## src/rtl/xorpuf_eval_ctrl.sv

```systemverilog
// xorpuf_eval_ctrl: sequences one XOR arbiter-PUF evaluation per accepted challenge.
// Latency: the response is valid S+1+REPS*(2S+1) cycles after the accept cycle (S = SETTLE_CYC).
// Backpressure: req_ready is low while busy, and the response is held in DONE until rsp_ready.
//
// The challenge is registered onto puf_chal. The race edge puf_launch goes low (PRE), then
// high (RISE), is sampled once (SAMPLE), and goes low again (FALL), REPS times in total.
// arb_out is asynchronous to the launch, so it passes through a 2-flop synchronizer first.
// rsp_raw holds the per-chain result and rsp_bit is its XOR.
//
// Optional feature macro: XORPUF_MAJVOTE_EN
//   undefined : REPS = 1, and rsp_raw is the single SAMPLE capture.
//   defined   : REPS = VOTE_N. Each chain counts its 1s, and rsp_raw[i] = (count > VOTE_N/2).
//
// Ports:
//   clk, rst                       clock and synchronous active-high reset
//   req_valid/req_ready/req_chal   challenge request handshake
//   rsp_valid/rsp_ready            response handshake
//   rsp_bit, rsp_raw               XORed response and the per-chain bits
//   puf_chal, puf_launch           drive to the PUF chains
//   arb_out                        arbiter outputs (asynchronous)
//   busy                           high in any state other than IDLE

module xorpuf_eval_ctrl #(
    parameter int CHAL_W     = 64,
    parameter int N_PUF      = 4,
    parameter int SETTLE_CYC = 16,
    parameter int VOTE_N     = 5
) (
    input  logic              clk,
    input  logic              rst,
    input  logic              req_valid,
    output logic              req_ready,
    input  logic [CHAL_W-1:0] req_chal,
    output logic              rsp_valid,
    input  logic              rsp_ready,
    output logic              rsp_bit,
    output logic [N_PUF-1:0]  rsp_raw,
    output logic [CHAL_W-1:0] puf_chal,
    output logic              puf_launch,
    input  logic [N_PUF-1:0]  arb_out,
    output logic              busy
);

`ifdef XORPUF_MAJVOTE_EN
    localparam int REPS = VOTE_N;
`else
    localparam int REPS = 1;
`endif

    localparam logic [7:0] SETTLE_M1 = 8'(SETTLE_CYC - 1);
    localparam logic [3:0] LAST_REP  = 4'(REPS - 1);

    typedef enum logic [2:0] {
        S_IDLE,
        S_PRE,
        S_RISE,
        S_SAMPLE,
        S_FALL,
        S_DONE
    } state_t;

    state_t              r_state;
    logic [7:0]          r_cnt;
    logic [3:0]          r_rep;
    logic                r_req_ready;
    logic                r_launch;
    logic                r_rsp_valid;
    logic                r_rsp_bit;
    logic [N_PUF-1:0]    r_rsp_raw;
    logic [CHAL_W-1:0]   r_chal;
    logic [N_PUF-1:0]    r_sync1;
    logic [N_PUF-1:0]    r_sync2;
    logic [N_PUF-1:0]    w_final;
    logic                w_accept;

    assign w_accept = (r_state == S_IDLE) && req_valid && r_req_ready;

    // Two-flop synchronizer. Only r_sync2 is sampled by the vote or capture logic.
    always_ff @(posedge clk) begin
        if (rst) begin
            r_sync1 <= '0;
            r_sync2 <= '0;
        end else begin
            r_sync1 <= arb_out;
            r_sync2 <= r_sync1;
        end
    end

`ifdef XORPUF_MAJVOTE_EN
    localparam int               CNT_W = $clog2(VOTE_N + 1);
    localparam logic [CNT_W-1:0] HALF  = CNT_W'(VOTE_N / 2);

    logic [CNT_W-1:0] r_vote [N_PUF];

    // Per-chain ones counters. They are cleared on accept, so the votes of an aborted
    // challenge never carry over to the next one.
    always_ff @(posedge clk) begin
        if (rst || w_accept) begin
            for (int i = 0; i < N_PUF; i++) begin
                r_vote[i] <= '0;
            end
        end else if (r_state == S_SAMPLE) begin
            for (int i = 0; i < N_PUF; i++) begin
                if (r_sync2[i]) begin
                    r_vote[i] <= r_vote[i] + 1'b1;
                end
            end
        end
    end

    always_comb begin
        w_final = '0;
        for (int i = 0; i < N_PUF; i++) begin
            w_final[i] = (r_vote[i] > HALF);
        end
    end
`else
    logic [N_PUF-1:0] r_samp;

    always_ff @(posedge clk) begin
        if (rst) begin
            r_samp <= '0;
        end else if (r_state == S_SAMPLE) begin
            r_samp <= r_sync2;
        end
    end

    assign w_final = r_samp;
`endif

    // Sequencer. All outputs are registered. Each timed state lasts SETTLE_CYC cycles,
    // and r_cnt is reloaded with SETTLE_CYC-1 whenever one of those states is entered.
    always_ff @(posedge clk) begin
        if (rst) begin
            r_state     <= S_IDLE;
            r_cnt       <= '0;
            r_rep       <= '0;
            r_req_ready <= 1'b0;
            r_launch    <= 1'b0;
            r_rsp_valid <= 1'b0;
            r_rsp_bit   <= 1'b0;
            r_rsp_raw   <= '0;
            r_chal      <= '0;
        end else begin
            case (r_state)
                S_IDLE: begin
                    r_req_ready <= 1'b1;
                    if (w_accept) begin
                        r_chal      <= req_chal;
                        r_rep       <= '0;
                        r_cnt       <= SETTLE_M1;
                        r_req_ready <= 1'b0;
                        r_state     <= S_PRE;
                    end
                end
                S_PRE: begin
                    if (r_cnt == 8'd0) begin
                        r_cnt    <= SETTLE_M1;
                        r_launch <= 1'b1;
                        r_state  <= S_RISE;
                    end else begin
                        r_cnt <= r_cnt - 8'd1;
                    end
                end
                S_RISE: begin
                    if (r_cnt == 8'd0) begin
                        r_state <= S_SAMPLE;
                    end else begin
                        r_cnt <= r_cnt - 8'd1;
                    end
                end
                S_SAMPLE: begin
                    r_launch <= 1'b0;
                    r_cnt    <= SETTLE_M1;
                    r_state  <= S_FALL;
                end
                S_FALL: begin
                    if (r_cnt == 8'd0) begin
                        if (r_rep != LAST_REP) begin
                            r_rep    <= r_rep + 4'd1;
                            r_cnt    <= SETTLE_M1;
                            r_launch <= 1'b1;
                            r_state  <= S_RISE;
                        end else begin
                            r_rsp_valid <= 1'b1;
                            r_rsp_raw   <= w_final;
                            r_rsp_bit   <= ^w_final;
                            r_state     <= S_DONE;
                        end
                    end else begin
                        r_cnt <= r_cnt - 8'd1;
                    end
                end
                S_DONE: begin
                    // IDLE is entered with req_ready already high, so the next accept can
                    // happen one cycle after the response handshake and never in the same cycle.
                    if (rsp_ready) begin
                        r_rsp_valid <= 1'b0;
                        r_req_ready <= 1'b1;
                        r_state     <= S_IDLE;
                    end
                end
                default: begin
                    r_state     <= S_IDLE;
                    r_launch    <= 1'b0;
                    r_rsp_valid <= 1'b0;
                    r_req_ready <= 1'b0;
                end
            endcase
        end
    end

    assign req_ready  = r_req_ready;
    assign rsp_valid  = r_rsp_valid;
    assign rsp_bit    = r_rsp_bit;
    assign rsp_raw    = r_rsp_raw;
    assign puf_chal   = r_chal;
    assign puf_launch = r_launch;
    assign busy       = (r_state != S_IDLE);

endmodule

```

## config.mk

```make
export PLATFORM = sky130hd
export DESIGN_NAME = xorpuf_eval_ctrl
export DESIGN_NICKNAME = d
export VERILOG_FILES = /design/src/rtl/xorpuf_eval_ctrl.sv
export SDC_FILE = /design/constraint.sdc
export NUM_CORES = 1
export LEC_CHECK = 0
export CAP_MARGIN = 20
export CORE_MARGIN = 3
export CORE_UTILIZATION = 25
export CTS_CLUSTER_DIAMETER = 30
export DETAILED_ROUTE_END_ITERATION = 6
export PLACE_DENSITY = 0.56
export SYNTH_ARGS = -nofsm -noshare
export SYNTH_HDL_FRONTEND = slang
export SYNTH_SLANG_ARGS = --single-unit
```

## constraint.sdc

```tcl
create_clock -name clk -period 1.89 [get_ports clk]
set_clock_uncertainty 0.05 [all_clocks]
set_input_delay 0.189 -clock clk [delete_from_list [all_inputs] [get_ports clk]]
set_output_delay 0.189 -clock clk [all_outputs]
set_load 0.005 [all_outputs]
```

# [Word level (Yosys, flattened, before mapping)]
# Index checks and enable logic that the tools add are counted.
[totals] ff_bits=99 inputBits=72 output_inout_bits=73 wordCells=80
[classes] n_addsub=2 eq_ne=14 muxes=28 bitwise_logic=4 reduce_logical=20
[ops] operator="8-bit 2-to-1 mux" n=5
[ops] operator="8-bit case mux with 5 select lines" n=1
[ops] operator="3-bit 2-to-1 mux" n=6
[ops] operator="3-bit case mux with 6 select lines" n=1
[ops] operator="2-bit inequality test, second input constant" n=8
[ops] operator="4-bit AND reduction" n=4
[ops] operator="4-bit 2-to-1 mux" n=3
[ops] operator="1-bit case mux with 3 select lines" n=3
[ops] operator="8-bit logical NOT" n=1
[ops] operator="1-bit 2-to-1 mux" n=8
[ops] operator="4-bit case mux with 2 select lines" n=1
[ops] operator="4-bit OR reduction" n=2
[ops] operator="8-bit by 1-bit subtractor with 8-bit output, second input constant" n=1
[ops] operator="3-bit by 2-bit == test with 1-bit output, second input constant" n=2
[ops] operator="3-bit == test, second input constant" n=2
[ops] operator="5-bit AND reduction" n=1
[ops] operator="5-bit nonzero test" n=1
[ops] operator="4-bit by 1-bit adder with 4-bit output, second input constant" n=1
[ops] operator="1-bit inverter" n=4
[ops] operator="2-bit AND reduction" n=2
[ops] operator="4-bit nonzero test" n=1
[ops] operator="4-bit XOR reduction" n=1
[ops] operator="3-bit by 1-bit == test with 1-bit output, second input constant" n=1
[ops] operator="3-bit logical NOT" n=1
[ops] operator="other kinds (6)" n=7

# [Depth between registers and ports, before layout]
[depth] ltp_word=5 depth_mapped=8 mapped_depth_nobuf=6

# [Worst setup path before layout]
# No wires, ideal clock.
[synth_timing] path_kind="register to register" from="register r_cnt[0]" to="register r_rep[0]" setup_time_ns=0.070 arrival_ns=1.667 required_time_ns=1.770 setup_slack_ns=0.102 path_stages_with_launch=7 n_path_buf=0 period_less_slack_ns=1.788 cell_sequence="dfxtp_1 -> inv_1 -> ha_1 -> nor4b_4 -> nand2_1 -> or4_1 -> a21oi_1"
[synth_via] elab_chain_cells=3
[synth_lines] item="start: declaration" line="63" text="logic [7:0] r_cnt;"
[synth_lines] item="start signal: assignment" line="162" text="r_cnt <= r_cnt - 8'd1;"
[synth_lines] item="start signal: assignment" line="169" text="r_cnt <= r_cnt - 8'd1;"
[synth_lines] item="start signal: assignment" line="191" text="r_cnt <= r_cnt - 8'd1;"
[synth_lines] item="8-bit logical NOT" line="178" text="if (r_cnt == 8'd0) begin"
[synth_lines] item="2-bit inequality test (no line)"
[synth_lines] item="4-bit AND reduction (no line)"
[synth_lines] item="end signal: assignment" line="180" text="r_rep <= r_rep + 4'd1;"
[synth_lines] item="end: declaration" line="64" text="logic [3:0] r_rep;"
# No other way between the ends.
# A chain may end at the register's enable or synchronous reset.

# [Final worst setup path]
[layout_timing] from="register r_cnt[1]" to="register r_cnt[2]"
[layout_via] elab_chain_cells=3 elab_cells_between_ends=9 classes_between="1 x add/sub; 2 x eq/ne; 4 x mux; 2 x reduce/logical"
[layout_lines] item="8-bit by 1-bit subtractor with 8-bit output or 8-bit logical NOT (tied branches)"
[layout_lines] item="8-bit 2-to-1 mux (tied with other cells)" line="178"
[layout_lines] item="8-bit case mux with 5 select lines or 4-bit AND reduction (tied branches)"
# Several ways; a longest one is shown, not always the timed one. The select of a mux whose other input is x is not followed.

==> results.toml <==
[placement]
port_buffers = 144
gp_routability_congestion = 0.8559
dpl_cell_area_mm2 = 0.005791
hpwl_um = 8289

[detailed_routing]
drtPass1Iterations = 4
routedWlPerCell_um = 13.65
ant_nets = 0
vias = 3794
drcViolationCount = 0
vias_per_cell = 4.501
drt_wl_total_um = 11510
drtIter0Drc = 161

[global_routing]
antenna_found_initial = 0
grt_use_total_pct = 13.22
use_met3_pct = 6.049
grt-ovfl-total = 0
grt_use_met1_pct = 15.42
grt_pass1_wl_um = 19010
grt_pass1_vias = 3840
met2_usage_pct = 22.03
grt_max_degree = 65
top_usage_layer = "met2"

[critical_path]
start_kind = "flop"
required_ns = 2.09
r2r_setup_slack_ns = 0.07
crit_path_end_kind = "flop"
reg2reg_to = "r_cnt[2]"
r2r_start = "r_cnt[1]"
worstPathArrival_ns = 2.02
crit_fanout = 4
ff2ff_path_depth = 6
crit_type = "flop to flop"

[power]
p_clk_share_pct = 24.8
p_sw_mw = 2.234
peakVddDrop_mv = 0.5814
intPower_mw = 4.528
p_leak_nw = 2.261
p_comb_share_pct = 37.2
netSwitchingFraction_pct = 33.04
powerDensity_mw_per_mm2 = 1100
power_frac_seq_pct = 38.1

[hold_path]
min_to = "r_cnt[5]"
min_from = "rst"
worstHoldPathCells = 2
hp-class = "input pin to flop"

[layout]
nNetsFinal = 703
n_antenna_cell = 0
design_area_mm2 = 0.006150
drive_gt1_share_pct = 12.97
syn2layout_area_growth_pct = 56.98

[die]
ioPinCount = 145
rows = 45
core_area_mm2 = 0.01526
die-height_um = 131.2
die_w_um = 131.2
die-area_mm2 = 0.01721
start_util_pct = 25.67

[sta]
worstMarginPinSlew_ns = 0.4478
fmax_ghz = 0.5486
min_period_ns = 1.823
timing.final.crit_share_pct = 96.44
worst_hold_slack_ns = 0.1132
hold_viol = 0
setup_viol = 0
maxSlewViolCount = 0
relSlewSlack_pct = 70.15
rsz0062_at_grt = "yes"

[yosys]
synth_warnings = 0
postSynthAreaPerCell_um2 = 8.353
seq_area_frac_synth_pct = 50.59
synthArstFlopShare_pct = 0
synth_cell_types = 50
ys_seq_elements = 99
synth_nets = 544
ys.flop_type = "dfxtp_1"
synth_edf_count = 0
synth_cells = 469
synth_area_mm2 = 0.003918

[clock_network]
clkLatencyLatePin_ns = 0.35
cts-buffers-inserted = 9
htreeDepth = 3
clk_root_buffer_cell = "clkbuf_16"
path_clk_slew_ns = 0.06
clockBufferDepth = 2
cts_num_sinks = 99
cts_tree = "done"

[outcome]
outcome = "completed"

[job]
timing.max_cap.violations = 0
cell usage after synthesis (2+ instances only):
cell         n  area (um^2)
inv_1       10        37.54
nor2_1      11        41.29
a211oi_1     3        22.52
o21ai_1      2        10.01
a21oi_1     78        390.4
ha_1         3        37.54
o21ai_0      5        25.02
a21boi_0     3        22.52
nand3_1      4        20.02
o2111ai_1    4        35.03
a31oi_1      2        12.51
o32ai_1      3        26.28
xnor2_1      2        17.52
nor3_2       2        20.02
a211o_1      2        17.52
nor2b_1     11        68.82
or4_1        3        22.52
nor3_1       2        10.01
o31ai_1      2        15.01
or4b_1       2        20.02
and2_1       2        12.51
or3_1        3        18.77
nand2_1    140        525.5
nand4_1      3        18.77
dfxtp_1     99         1982
buf_2        9        45.04
or3b_2       3        26.28
clkbuf_1    21        78.83
mux2i_1     10        100.1
a221oi_1     3        26.28
xor2_1       2        17.52
o21a_1       2        15.01
registers in the layout, summed over array words and instances (netlist names):
name	cells
r_sync2	4
r_rep	4
r_cnt	8
r_state	3
puf_launch	1
req_ready	1
r_samp	4
rsp_bit	1
r_sync1	4
rsp_valid	1
puf_chal	64
rsp_raw	4
power groups by stage:
stage / Combinational [mW] / Sequential [mW] / Clock (mW)
detailed placement: 2.33 / 2.60 / 0
finish: 2.51 / 2.57 / 1.67
floorplan: 1.19 / 2.55 / 0
global route: 2.76 / 2.62 / 1.83
CTS: 2.39 / 2.57 / 1.76
global placement: 2.33 / 2.59 / 0
repair_timing:
action,CTS,global route
setup endpoints to repair,7,19
resized for setup,4,23
pin swaps,3,6
hold buffers,0,0
setup buffers,1,1
worst max-delay path, stage by stage, from the launching register on:
cell      delay, ns
dfxtp_1        0.32
inv_2          0.07
ha_4           0.13
or4b_4         0.52
o211ai_4       0.26
a21boi_1       0.10
o32ai_1        0.28
metal layers:
metal	wire length, um	up-vias
met4	160	0
met1	5073	1778
met2	5420	93
met5	0	-
li1	-	1911
met3	853	12
cell usage in the layout (no fill, tap or decap), types with 4 or more instances in the layout:
cell type and n:
mux2i_1 10, clkbuf_16 9, buf_12 4, o2111ai_1 4
inv_1 8, nand2_1 140, dfxtp_2 5, a21oi_1 77
clkdlybuf4s50_1 143, buf_4 30, nor2b_1 11, nor2_1 11
dfxtp_1 93, o21ai_0 4
how the worst max path moves through the flow:
stage,endpoint,depth (start not counted),slack [ns],startpoint
CTS,r_rep[2],7,0.003,r_rep[0]
finish,r_cnt[2],6,0.07,r_cnt[1]
detailed placement,r_cnt[3],6,-0.09,r_cnt[0]
global placement,r_cnt[1],6,0.02,r_cnt[0]
global route,r_cnt[2],6,-0.02,r_cnt[0]
floorplan,r_rep[0],6,0.10,r_cnt[0]
cell type report:
type / count / area [um^2]
Timing Repair Buffer: 178 / 1742
Tap cell: 211 / 264.0
Sequential cell: 99 / 1992
Fill cell: 1568 / 9109
Inverter: 10 / 37.54
Multi-Input combinational cell: 330 / 1854
Clock buffer: 10 / 229.0
Clock inverter: 5 / 31.28
kinds of logic (layout without fill, tap and decap cells):
logic type,count (synthesis),in the layout,share of synthesized area (%)
xor gates and xnor gates,4,4,0.8944
adders and majority gates,3,3,0.9583
buffers and inverters,40,203,4.120
muxes,10,10,2.555
and+or+nand+nor,193,193,22.33
DFF,99,99,50.59
AOI/OAI and AO/OA,120,120,18.56
through the flow:
step            TNS, ns  cells  utilization (%)  worst slack (ns)  power [mW]
2_1_floorplan         0    469                -            0.1024       3.744
3_3_place_gp          0    826            37.95           0.02234       4.922
3_5_place_dp    -0.3523    826            37.95          -0.08858       4.939
4_1_cts               0    842            39.79          0.002613       6.718
5_1_grt        -0.02359    843            40.30          -0.02017       7.207
6_report              0    843            40.30           0.06725       6.762
(Power assumes the default switching activity.)
